==> config.mk <==
export PLATFORM = sky130hd
export DESIGN_NAME = ptw_mem_arbiter
export DESIGN_NICKNAME = d
export VERILOG_FILES = /design/src/rtl/ptw_mem_arbiter_pkg.sv /design/src/rtl/ptw_req_slot.sv /design/src/rtl/ptw_mem_arbiter.sv
export SDC_FILE = /design/constraint.sdc
export NUM_CORES = 1
export LEC_CHECK = 0
export BUFFER_PORTS_ARGS = -buffer_cell sky130_fd_sc_hd__buf_2
export CORE_UTILIZATION = 50
export CTS_CLUSTER_SIZE = 30
export DETAILED_ROUTE_END_ITERATION = 6
export PLACE_DENSITY_LB_ADDON = 0.25
export SLEW_MARGIN = 20
export SYNTH_ARGS = -nofsm -noshare
export SYNTH_HDL_FRONTEND = slang
export SYNTH_HIERARCHICAL = 1
export SYNTH_SLANG_ARGS = --single-unit
export TNS_END_PERCENT = 50
==> constraint.sdc <==
create_clock -name i_clk -period 2.85 [get_ports i_clk]
set_clock_uncertainty 0.2 [all_clocks]
set_input_delay 0.285 -clock i_clk [delete_from_list [all_inputs] [get_ports i_clk]]
set_output_delay 0.285 -clock i_clk [all_outputs]
set_load 0.05 [all_outputs]
==> src/rtl/ptw_mem_arbiter_pkg.sv <==
// Shared definitions for the page-table-walker memory arbiter: FSM states,
// walker port identifiers, AXI response code and the round-robin pick rule.
package ptw_mem_arbiter_pkg;

  typedef enum logic [1:0] {
    ST_IDLE = 2'd0,
    ST_ADDR = 2'd1,
    ST_DATA = 2'd2,
    ST_RESP = 2'd3
  } state_t;

  typedef logic port_id_t;

  localparam port_id_t   PORT_I    = 1'b0;
  localparam port_id_t   PORT_D    = 1'b1;
  localparam logic [1:0] RESP_OKAY = 2'b00;

  // On a tie the port that did not win last time is chosen.
  function automatic port_id_t rr_pick(input logic pend_i, input logic pend_d,
                                       input port_id_t last_grant);
    if (pend_i && pend_d) return (last_grant == PORT_I) ? PORT_D : PORT_I;
    return pend_d ? PORT_D : PORT_I;
  endfunction

endpackage

==> src/rtl/ptw_req_slot.sv <==
// One-deep request holder for a single walker: pending flag, latched PTE
// address and a sticky overrun flag for requests that arrive while occupied.
module ptw_req_slot
  import ptw_mem_arbiter_pkg::*;
#(
  parameter int ADDR_WIDTH = 64
) (
  input  logic                  i_clk,
  input  logic                  i_rst,
  input  logic                  i_req_valid,
  input  logic [ADDR_WIDTH-1:0] i_req_addr,
  input  logic                  i_busy,
  input  logic                  i_clear,
  output logic                  o_pending,
  output logic [ADDR_WIDTH-1:0] o_addr,
  output logic                  o_overrun
);

  logic                  r_pending;
  logic [ADDR_WIDTH-1:0] r_addr;
  logic                  r_overrun;
  logic                  w_accept;

  // A port that is waiting or being served keeps its first request.
  assign w_accept = i_req_valid && !r_pending && !i_busy;

  // NOTE: state is updated with non-blocking assignments so every register
  // samples the pre-edge values regardless of statement order.
  always_ff @(posedge i_clk) begin
    if (i_rst) begin
      r_pending <= 1'b0;
      r_addr    <= '0;
      r_overrun <= 1'b0;
    end else begin
      if (w_accept) begin
        r_pending <= 1'b1;
        r_addr    <= i_req_addr;
      end else if (i_clear) begin
        r_pending <= 1'b0;
      end
      if (i_req_valid && !w_accept) r_overrun <= 1'b1;
    end
  end

  assign o_pending = r_pending;
  assign o_addr    = r_addr;
  assign o_overrun = r_overrun;

endmodule

==> src/rtl/ptw_mem_arbiter.sv <==
// Round-robin arbiter from the I/D TLB page-table walkers onto one AXI read
// master, one single-beat read in flight. Optional macro: PTW_TIMEOUT_EN.
module ptw_mem_arbiter
  import ptw_mem_arbiter_pkg::*;
#(
  parameter int ADDR_WIDTH     = 64,
  parameter int DATA_WIDTH     = 64,
  parameter int TIMEOUT_CYCLES = 1024
) (
  input  logic                  i_clk,
  input  logic                  i_rst,
  input  logic                  i_i_req_valid,
  input  logic [ADDR_WIDTH-1:0] i_i_req_addr,
  output logic                  o_i_resp_valid,
  output logic [DATA_WIDTH-1:0] o_i_resp_data,
  output logic                  o_i_resp_err,
  input  logic                  i_d_req_valid,
  input  logic [ADDR_WIDTH-1:0] i_d_req_addr,
  output logic                  o_d_resp_valid,
  output logic [DATA_WIDTH-1:0] o_d_resp_data,
  output logic                  o_d_resp_err,
  output logic                  o_m_arvalid,
  input  logic                  i_m_arready,
  output logic [ADDR_WIDTH-1:0] o_m_araddr,
  input  logic                  i_m_rvalid,
  output logic                  o_m_rready,
  input  logic [DATA_WIDTH-1:0] i_m_rdata,
  input  logic [1:0]            i_m_rresp,
  output logic                  o_overrun
);

  state_t                r_state, w_next_state;
  port_id_t              r_owner, r_last_grant, w_grant_port;
  logic [ADDR_WIDTH-1:0] r_araddr;
  logic [DATA_WIDTH-1:0] r_i_data, r_d_data;
  logic                  r_i_err, r_d_err;
  logic                  w_grant_valid, w_beat_take, w_timeout;
  logic                  w_drain, w_tmo_hit;
  logic                  w_i_pending, w_d_pending, w_i_overrun, w_d_overrun;
  logic                  w_i_busy, w_d_busy;
  logic [ADDR_WIDTH-1:0] w_i_addr, w_d_addr;

  assign w_i_busy = (r_state != ST_IDLE) && (r_owner == PORT_I);
  assign w_d_busy = (r_state != ST_IDLE) && (r_owner == PORT_D);

  ptw_req_slot #(.ADDR_WIDTH(ADDR_WIDTH)) u_slot_i (
    .i_clk       (i_clk),
    .i_rst       (i_rst),
    .i_req_valid (i_i_req_valid),
    .i_req_addr  (i_i_req_addr),
    .i_busy      (w_i_busy),
    .i_clear     (w_grant_valid && (w_grant_port == PORT_I)),
    .o_pending   (w_i_pending),
    .o_addr      (w_i_addr),
    .o_overrun   (w_i_overrun)
  );

  ptw_req_slot #(.ADDR_WIDTH(ADDR_WIDTH)) u_slot_d (
    .i_clk       (i_clk),
    .i_rst       (i_rst),
    .i_req_valid (i_d_req_valid),
    .i_req_addr  (i_d_req_addr),
    .i_busy      (w_d_busy),
    .i_clear     (w_grant_valid && (w_grant_port == PORT_D)),
    .o_pending   (w_d_pending),
    .o_addr      (w_d_addr),
    .o_overrun   (w_d_overrun)
  );

  always_ff @(posedge i_clk) begin
    if (i_rst) r_state <= ST_IDLE;
    else       r_state <= w_next_state;
  end

  // NOTE: every signal driven here gets a default first, so no path through
  // the case statement can leave a value held and infer a latch.
  always_comb begin
    w_next_state  = r_state;
    w_grant_valid = 1'b0;
    w_grant_port  = PORT_I;
    w_beat_take   = 1'b0;
    w_timeout     = 1'b0;
    o_m_arvalid   = 1'b0;
    o_m_rready    = 1'b0;
    case (r_state)
      ST_IDLE: begin
        o_m_rready = 1'b1;
        if (!w_drain && (w_i_pending || w_d_pending)) begin
          w_grant_valid = 1'b1;
          w_grant_port  = rr_pick(w_i_pending, w_d_pending, r_last_grant);
          w_next_state  = ST_ADDR;
        end
      end
      ST_ADDR: begin
        o_m_arvalid = 1'b1;
        if (i_m_arready) w_next_state = ST_DATA;
      end
      ST_DATA: begin
        o_m_rready = 1'b1;
        if (i_m_rvalid) begin
          w_beat_take  = 1'b1;
          w_next_state = ST_RESP;
        end else if (w_tmo_hit) begin
          w_timeout    = 1'b1;
          w_next_state = ST_RESP;
        end
      end
      ST_RESP: w_next_state = ST_IDLE;
      default: w_next_state = ST_IDLE;
    endcase
  end

  always_ff @(posedge i_clk) begin
    if (i_rst) begin
      r_owner      <= PORT_I;
      r_last_grant <= PORT_D;
      r_araddr     <= '0;
      r_i_data     <= '0;
      r_d_data     <= '0;
      r_i_err      <= 1'b0;
      r_d_err      <= 1'b0;
    end else begin
      if (w_grant_valid) begin
        r_owner      <= w_grant_port;
        r_last_grant <= w_grant_port;
        r_araddr     <= (w_grant_port == PORT_I) ? w_i_addr : w_d_addr;
      end
      // Response registers are per port so each walker's outputs hold.
      if (w_beat_take || w_timeout) begin
        if (r_owner == PORT_I) begin
          r_i_data <= w_timeout ? '0 : i_m_rdata;
          r_i_err  <= w_timeout || (i_m_rresp != RESP_OKAY);
        end else begin
          r_d_data <= w_timeout ? '0 : i_m_rdata;
          r_d_err  <= w_timeout || (i_m_rresp != RESP_OKAY);
        end
      end
    end
  end

`ifdef PTW_TIMEOUT_EN
  localparam int TW = (TIMEOUT_CYCLES > 1) ? $clog2(TIMEOUT_CYCLES) : 1;
  localparam logic [TW-1:0] TMO_LAST = TW'(TIMEOUT_CYCLES - 1);

  logic [TW-1:0] r_tmo_cnt;
  logic          r_drain;

  // The drain flag swallows the beat that a timed-out read still owes us.
  always_ff @(posedge i_clk) begin
    if (i_rst) begin
      r_tmo_cnt <= '0;
      r_drain   <= 1'b0;
    end else begin
      if (r_state == ST_ADDR && i_m_arready) r_tmo_cnt <= '0;
      else if (r_state == ST_DATA)           r_tmo_cnt <= r_tmo_cnt + 1'b1;
      if (w_timeout)                                     r_drain <= 1'b1;
      else if (r_drain && i_m_rvalid && o_m_rready) r_drain <= 1'b0;
    end
  end

  assign w_drain   = r_drain;
  assign w_tmo_hit = (r_tmo_cnt == TMO_LAST);
`else
  logic w_unused_tmo;
  assign w_unused_tmo = ^TIMEOUT_CYCLES;
  assign w_drain      = 1'b0;
  assign w_tmo_hit    = 1'b0;
`endif

  assign o_m_araddr     = r_araddr;
  assign o_i_resp_valid = (r_state == ST_RESP) && (r_owner == PORT_I);
  assign o_d_resp_valid = (r_state == ST_RESP) && (r_owner == PORT_D);
  assign o_i_resp_data  = r_i_data;
  assign o_d_resp_data  = r_d_data;
  assign o_i_resp_err   = r_i_err;
  assign o_d_resp_err   = r_d_err;
  assign o_overrun      = w_i_overrun | w_d_overrun;

endmodule

Word-level counts from Yosys, hierarchy flattened
Cells that the tools add are included.
{"block": "totals", "input_bits": 200, "ff_bits": 330, "wordCells": 76, "out_inout_bits": 199}
{"block": "op_classes", "eq_ne": 6, "reduce_logical": 29, "mux": 24, "bitwise_logic": 3}
{"operator": "$mux W64", "count": 1}
{"operator": "$mux W1", "count": 19}
{"operator": "$logic_and A1 B1 Y1", "count": 13}
{"operator": "$pmux W2 S4", "count": 1}
{"operator": "$reduce_bool A2 Y1", "count": 4}
{"operator": "$logic_not A1 Y1", "count": 6}
{"operator": "$mux W2", "count": 3}
{"operator": "$ne A2 B2 Y1 const B", "count": 3}
{"operator": "$eq A2 B2 Y1 const B", "count": 2}
{"operator": "$reduce_and A2 Y1", "count": 2}
{"operator": "$reduce_and A3 Y1", "count": 1}
{"operator": "$eq A2 B1 Y1 const B", "count": 1}
{"operator": "$logic_not A2 Y1", "count": 1}
{"operator": "$not A1 Y1", "count": 2}
{"operator": "$reduce_or A2 Y1", "count": 1}
{"operator": "$logic_or A1 B1 Y1", "count": 1}
{"operator": "$or A1 B1 Y1", "count": 1}

Longest topological paths before layout
{"block": "depth", "word_depth": 11, "depth_mapped": 7, "mapped_depth_nobuf": 6}

Modules after synthesis
The synthesis kept the hierarchy.
{"mod": "ptw_mem_arbiter", "cells_each": 973, "instances": 1, "seq_area_each_um2": 3963.8, "area_per_inst_um2": 8314.2}
{"mod": "ptw_req_slot", "cells_each": 285, "instances": 2, "seq_area_each_um2": 1321.3, "area_per_inst_um2": 2977.9}

Least setup slack after synthesis
No wires, ideal clock.
{"block": "synth_timing", "path_type": "reg-to-reg", "startpoint": "register r_state[0]", "endpoint": "register r_araddr[56], in the netlist o_m_araddr[56]", "required_time_ns": 2.518, "synth_period_minus_slack_ns": 1.786, "arrival_ns": 1.454, "path_stages_with_launch": 8, "n_path_buf": 2, "setup_slack_ns": 1.064, "setup_ns": 0.132, "path_cell_list": "dfxtp_1 inv_1 ha_1 inv_2 buf_6 buf_2 a2111oi_2 a211oi_2"}
{"block": "synth_via", "elab_chain_cells": 3, "elab_cells_between_ends": 4, "cone_classes": "mux: 3; reduce/logical: 1"}
{"item": "from (decl)", "line_no": "ptw_mem_arbiter.sv:32", "rtl": "state_t r_state, w_next_state;"}
{"item": "from (signal assigned)", "line_no": "ptw_mem_arbiter.sv:72", "rtl": "else r_state <= w_next_state;"}
{"item": "$logic_not A2 Y1 *", "line_no": "ptw_mem_arbiter.sv:85", "rtl": "case (r_state)"}
{"item": "$mux W1", "line_no": "ptw_mem_arbiter.sv:85"}
{"item": "$mux W64", "line_no": "ptw_mem_arbiter.sv:126", "rtl": "r_araddr <= (w_grant_port == PORT_I) ? w_i_addr : w_d_addr;"}
{"item": "to (signal assigned)", "line_no": "ptw_mem_arbiter.sv:126"}
{"item": "to (decl)", "line_no": "ptw_mem_arbiter.sv:34", "rtl": "logic [ADDR_WIDTH-1:0] r_araddr;"}
Mark *: on every way between the ends. The rest lies on a longest branch, timed or not.
A chain may end at the register's enable or synchronous reset.

Worst setup path after layout
{"block": "layout_timing", "startpoint": "register r_state[0]", "endpoint": "register r_d_data[55], in the netlist o_d_resp_data[55]"}
{"block": "layout_via", "elab_chain_cells": 3}
{"item": "$eq A2 B2 Y1", "line_no": "ptw_mem_arbiter.sv:85"}
{"item": "$mux W1", "line_no": "ptw_mem_arbiter.sv:85"}
{"item": "$reduce_and A2 Y1 (no line)"}
{"item": "to (signal assigned)", "line_no": "ptw_mem_arbiter.sv:134", "rtl": "r_d_data <= w_timeout ? '0 : i_m_rdata;"}
{"item": "to (decl)", "line_no": "ptw_mem_arbiter.sv:35", "rtl": "logic [DATA_WIDTH-1:0] r_i_data, r_d_data;"}
Every way passes these cells.

==> metrics.md <==
| Metric | Value |
|---|---|
| Hold EP | r_state[0] |
| I/O pin cnt | 399 |
| Hold path cells | 4 |
| Via density per instance | 5.226 |
| Commonest non-fill, non-tap cells in the layout | 397 x buf_2, 329 x dfxtp_1, 257 x nand2_1, 256 x nand2b_1, 199 x dlygate4sd3_1 |
| Routability cong. | 0.7869 |
| Critical Path Start | r_state[0] |
| Clock tree buffer depth | 3 |
| Crit Path Category | reg -> reg |
| Row cnt | 61 |
| Largest net degree at the start of global routing | 158 |
| Placed Cells | 2207 |
| Post-synth net total | 1748 |
| Origin of the critical flop-to-flop path | r_state[0] |
| Tightest Pin Transition | 0.7822 ns |
| Num CTS Buffers | 36 |
| DRT Wirelength | 43610 um |
| Area grow syn2layout | 36.18% |
| Global route overflow | 0 |
| Power density cells | 863.7 nW/um^2 |
| Register area share after synthesis | 46.30% |
| CTS Root Cell | clkbuf_16 |
| Setup TNS | 0 ns |
| Setup Fix Bufs, Post-CTS | 0 |
| Reg clk slew, reported paths | 0.06 ns |
| CP Capture Type | flop |
| Fillers | 2125 |
| Fin. max-slew vios | 0 |
| Reg2Reg Capture Point | o_d_resp_data[55] |
| Cell count after synthesis | ~1500 |
| Initial drt markers | 768 |
| # setup viols final | 0 |
| Post-synth EDFFs | 0 |
| Nets | 2271 |
| Slew HR | a little under half |
| Post-route insts no fill | 2474 |
| Die W | about 170 um |
| Fmax | around 0.40 GHz |
| Clock latency on the worst-skew pair | around 0.52 ns |
| R2R Setup Slk | around 0.32 ns |
| Pre-antenna DRT Iters | 6 |
| Final Hold Viols | 0 |
| MaxCap Viol Count | 0 |
| H-tree level count | 2 |
| Drt drc | 0 |
| Antenna-violating nets left | 0 |
| Ratio of cells with drive above 1 in the final layout | 26.16% |
| CTS tree | built |
| Worst Hold Class | in -> reg |
| Leak pwr | 7.968 nW |
| TritonCTS sink count | 330 |
| Synthesized flop and latch total | 330 |
| WL/cell | 17.63 um |
| Hold wc startpoint | i_m_rvalid |
| Die Y | 170.9 um |
| Core box area | 27930 um^2 |
| Dpl hpwl | 26080 um |
| Worst EP arrival | ~2.7 ns |
| Fin crit share | between 80% and 90% |
| Port Buffers | 398 |
| Worst EP required | 3.06 ns |
| Die area | 29220 um^2 |
| Global-route wire length before repair | between 60000 and 70000 um |
| Commonest non-fill, non-tap cell in the layout | buf_2 |
| Share of flip-flops with an asynchronous set or reset | 0% |
| Synthesized area | 14270 um^2 |
| Peak VDD IR | 0.6738 mV |
| Status | complete, no violations |
| RSZ-0062 raised after global routing | false |
| Reg2Reg Depth | 7 |
| Critical Path Start Type | flop |
| Gr usage total | ~28% |
| Clock period minus worst slack | 2.530 ns |
| Syn_area_per_cell | 9.248 um^2 |
| Distinct cells, synth | 37 |
| Vias in the first global route | roughly 13000 |
| Most used DFF post-synth | dfxtp_1 |
| Via Count | ~13000 |
| Initial antenna violation count | 8 |
| Initial Utilization | 51.08% |
| Yosys warns | 6 |
| CP max FO | 34 |
## area by class of cell
type / count / area [um^2] / share of cell area, %
Clock inverter: 10 / 133.9 / 0.6889
Timing Repair Buffer: 617 / 4282 / 22.03
Clock buffer: 49 / 1020 / 5.248
Tap cell: 378 / 473.0 / 2.434
Sequential cell: 330 / 6610 / 34.02
Inverter: 71 / 267.8 / 1.378
Antenna cell: 9 / 22.52 / 0.1159
Multi-Input combinational cell: 1010 / 6624 / 34.09
## layer usage
layer	part of all wire, %	up-vias	wire length [um]	track usage (%)
met1	40	6049	17450	33.55
met2	48	515	20890	47.86
met4	4.6	0	2019	14.44
met5	0	-	0	0
met3	7.5	130	3258	6.570
li1	-	6236	-	-
## worst max-delay path by stage
stage,end,slack [ns],cells past startpoint
2_1_floorplan,o_m_araddr[56],1.06,7
3_3_place_gp,o_d_resp_data[47],0.66,6
3_5_place_dp,o_m_araddr[14],0.57,4
4_1_cts,o_d_resp_data[55],0.07,7
5_1_grt,o_d_resp_data[55],0.18,7
6_report,o_d_resp_data[55],0.32,7
## report_power, final
group / leakage [nW] / total (mW) / switching, mW / internal [mW]
combinational: 4.71 / 6.24 / 4.30 / 1.95
sequential: 2.69 / 5.95 / 0.518 / 5.43
clock: 0.570 / 4.59 / 1.89 / 2.70
total: 7.97 / 16.8 / 6.71 / 10.1
## metrics by stage
stage               instance area (um^2)  utilization (%)  hold slack [ns]  setup WS [ns]  power (mW)
finish                             19430            69.56           0.1691         0.3203       16.78
global route                       19430            69.56           0.1806         0.1839       17.47
CTS                                19400            69.46           0.1416        0.07216       16.80
detailed placement                 16260            58.20           0.2371         0.5683       11.98
global placement                   16260            58.20           0.2313         0.6552       11.88
floorplan                          14270                -           0.2202          1.064       10.74
## cell families after synthesis
| kind of cell | count (synthesis) | synth area share (%) |
|---|---|---|
| AND/OR/NAND/NOR | 542 | 19.24 |
| AO/OA/AOI/OAI | 335 | 17.47 |
| flip-flops | 330 | 46.30 |
| buffers and inverters | 203 | 7.584 |
| multiplexers | 128 | 8.979 |
| adder cells (fa/ha/maj) | 5 | 0.4384 |
## worst max-delay path: stages, from the launching register on
cell	delay, ns
dfxtp_1	0.33
inv_1	0.13
ha_1	0.33
nand3_4	0.37
buf_12	0.32
nand2_1	0.08
a21oi_1	0.06
dlygate4sd3_1	0.58
## Yosys cell counts, types with 38 or more instances
library cell	n	area share, %
a2111oi_2	60	6.3
a211oi_1	65	3.4
a21oi_1	131	4.6
buf_2	38	1.3
clkbuf_1	64	1.7
dfxtp_1	330	46
inv_1	69	1.8
mux2i_1	128	9.0
nand2_1	258	6.8
nand2b_1	256	11
o21ai_0	64	2.2
## registers in the layout, summed over array words and instances (netlist names), 2 cells and up
signal	flops
o_d_resp_data	64
o_i_resp_data	64
o_m_araddr	64
r_state	2
u_slot_d/o_addr	64
u_slot_i/o_addr	64
## repair_timing
item	4_1_cts	5_1_grt
hold buffers	199	0
gates resized for setup	0	1
setup endpoints to repair	0	1
endpoints found under the hold margin	261	0
(Power assumes the default switching activity.)
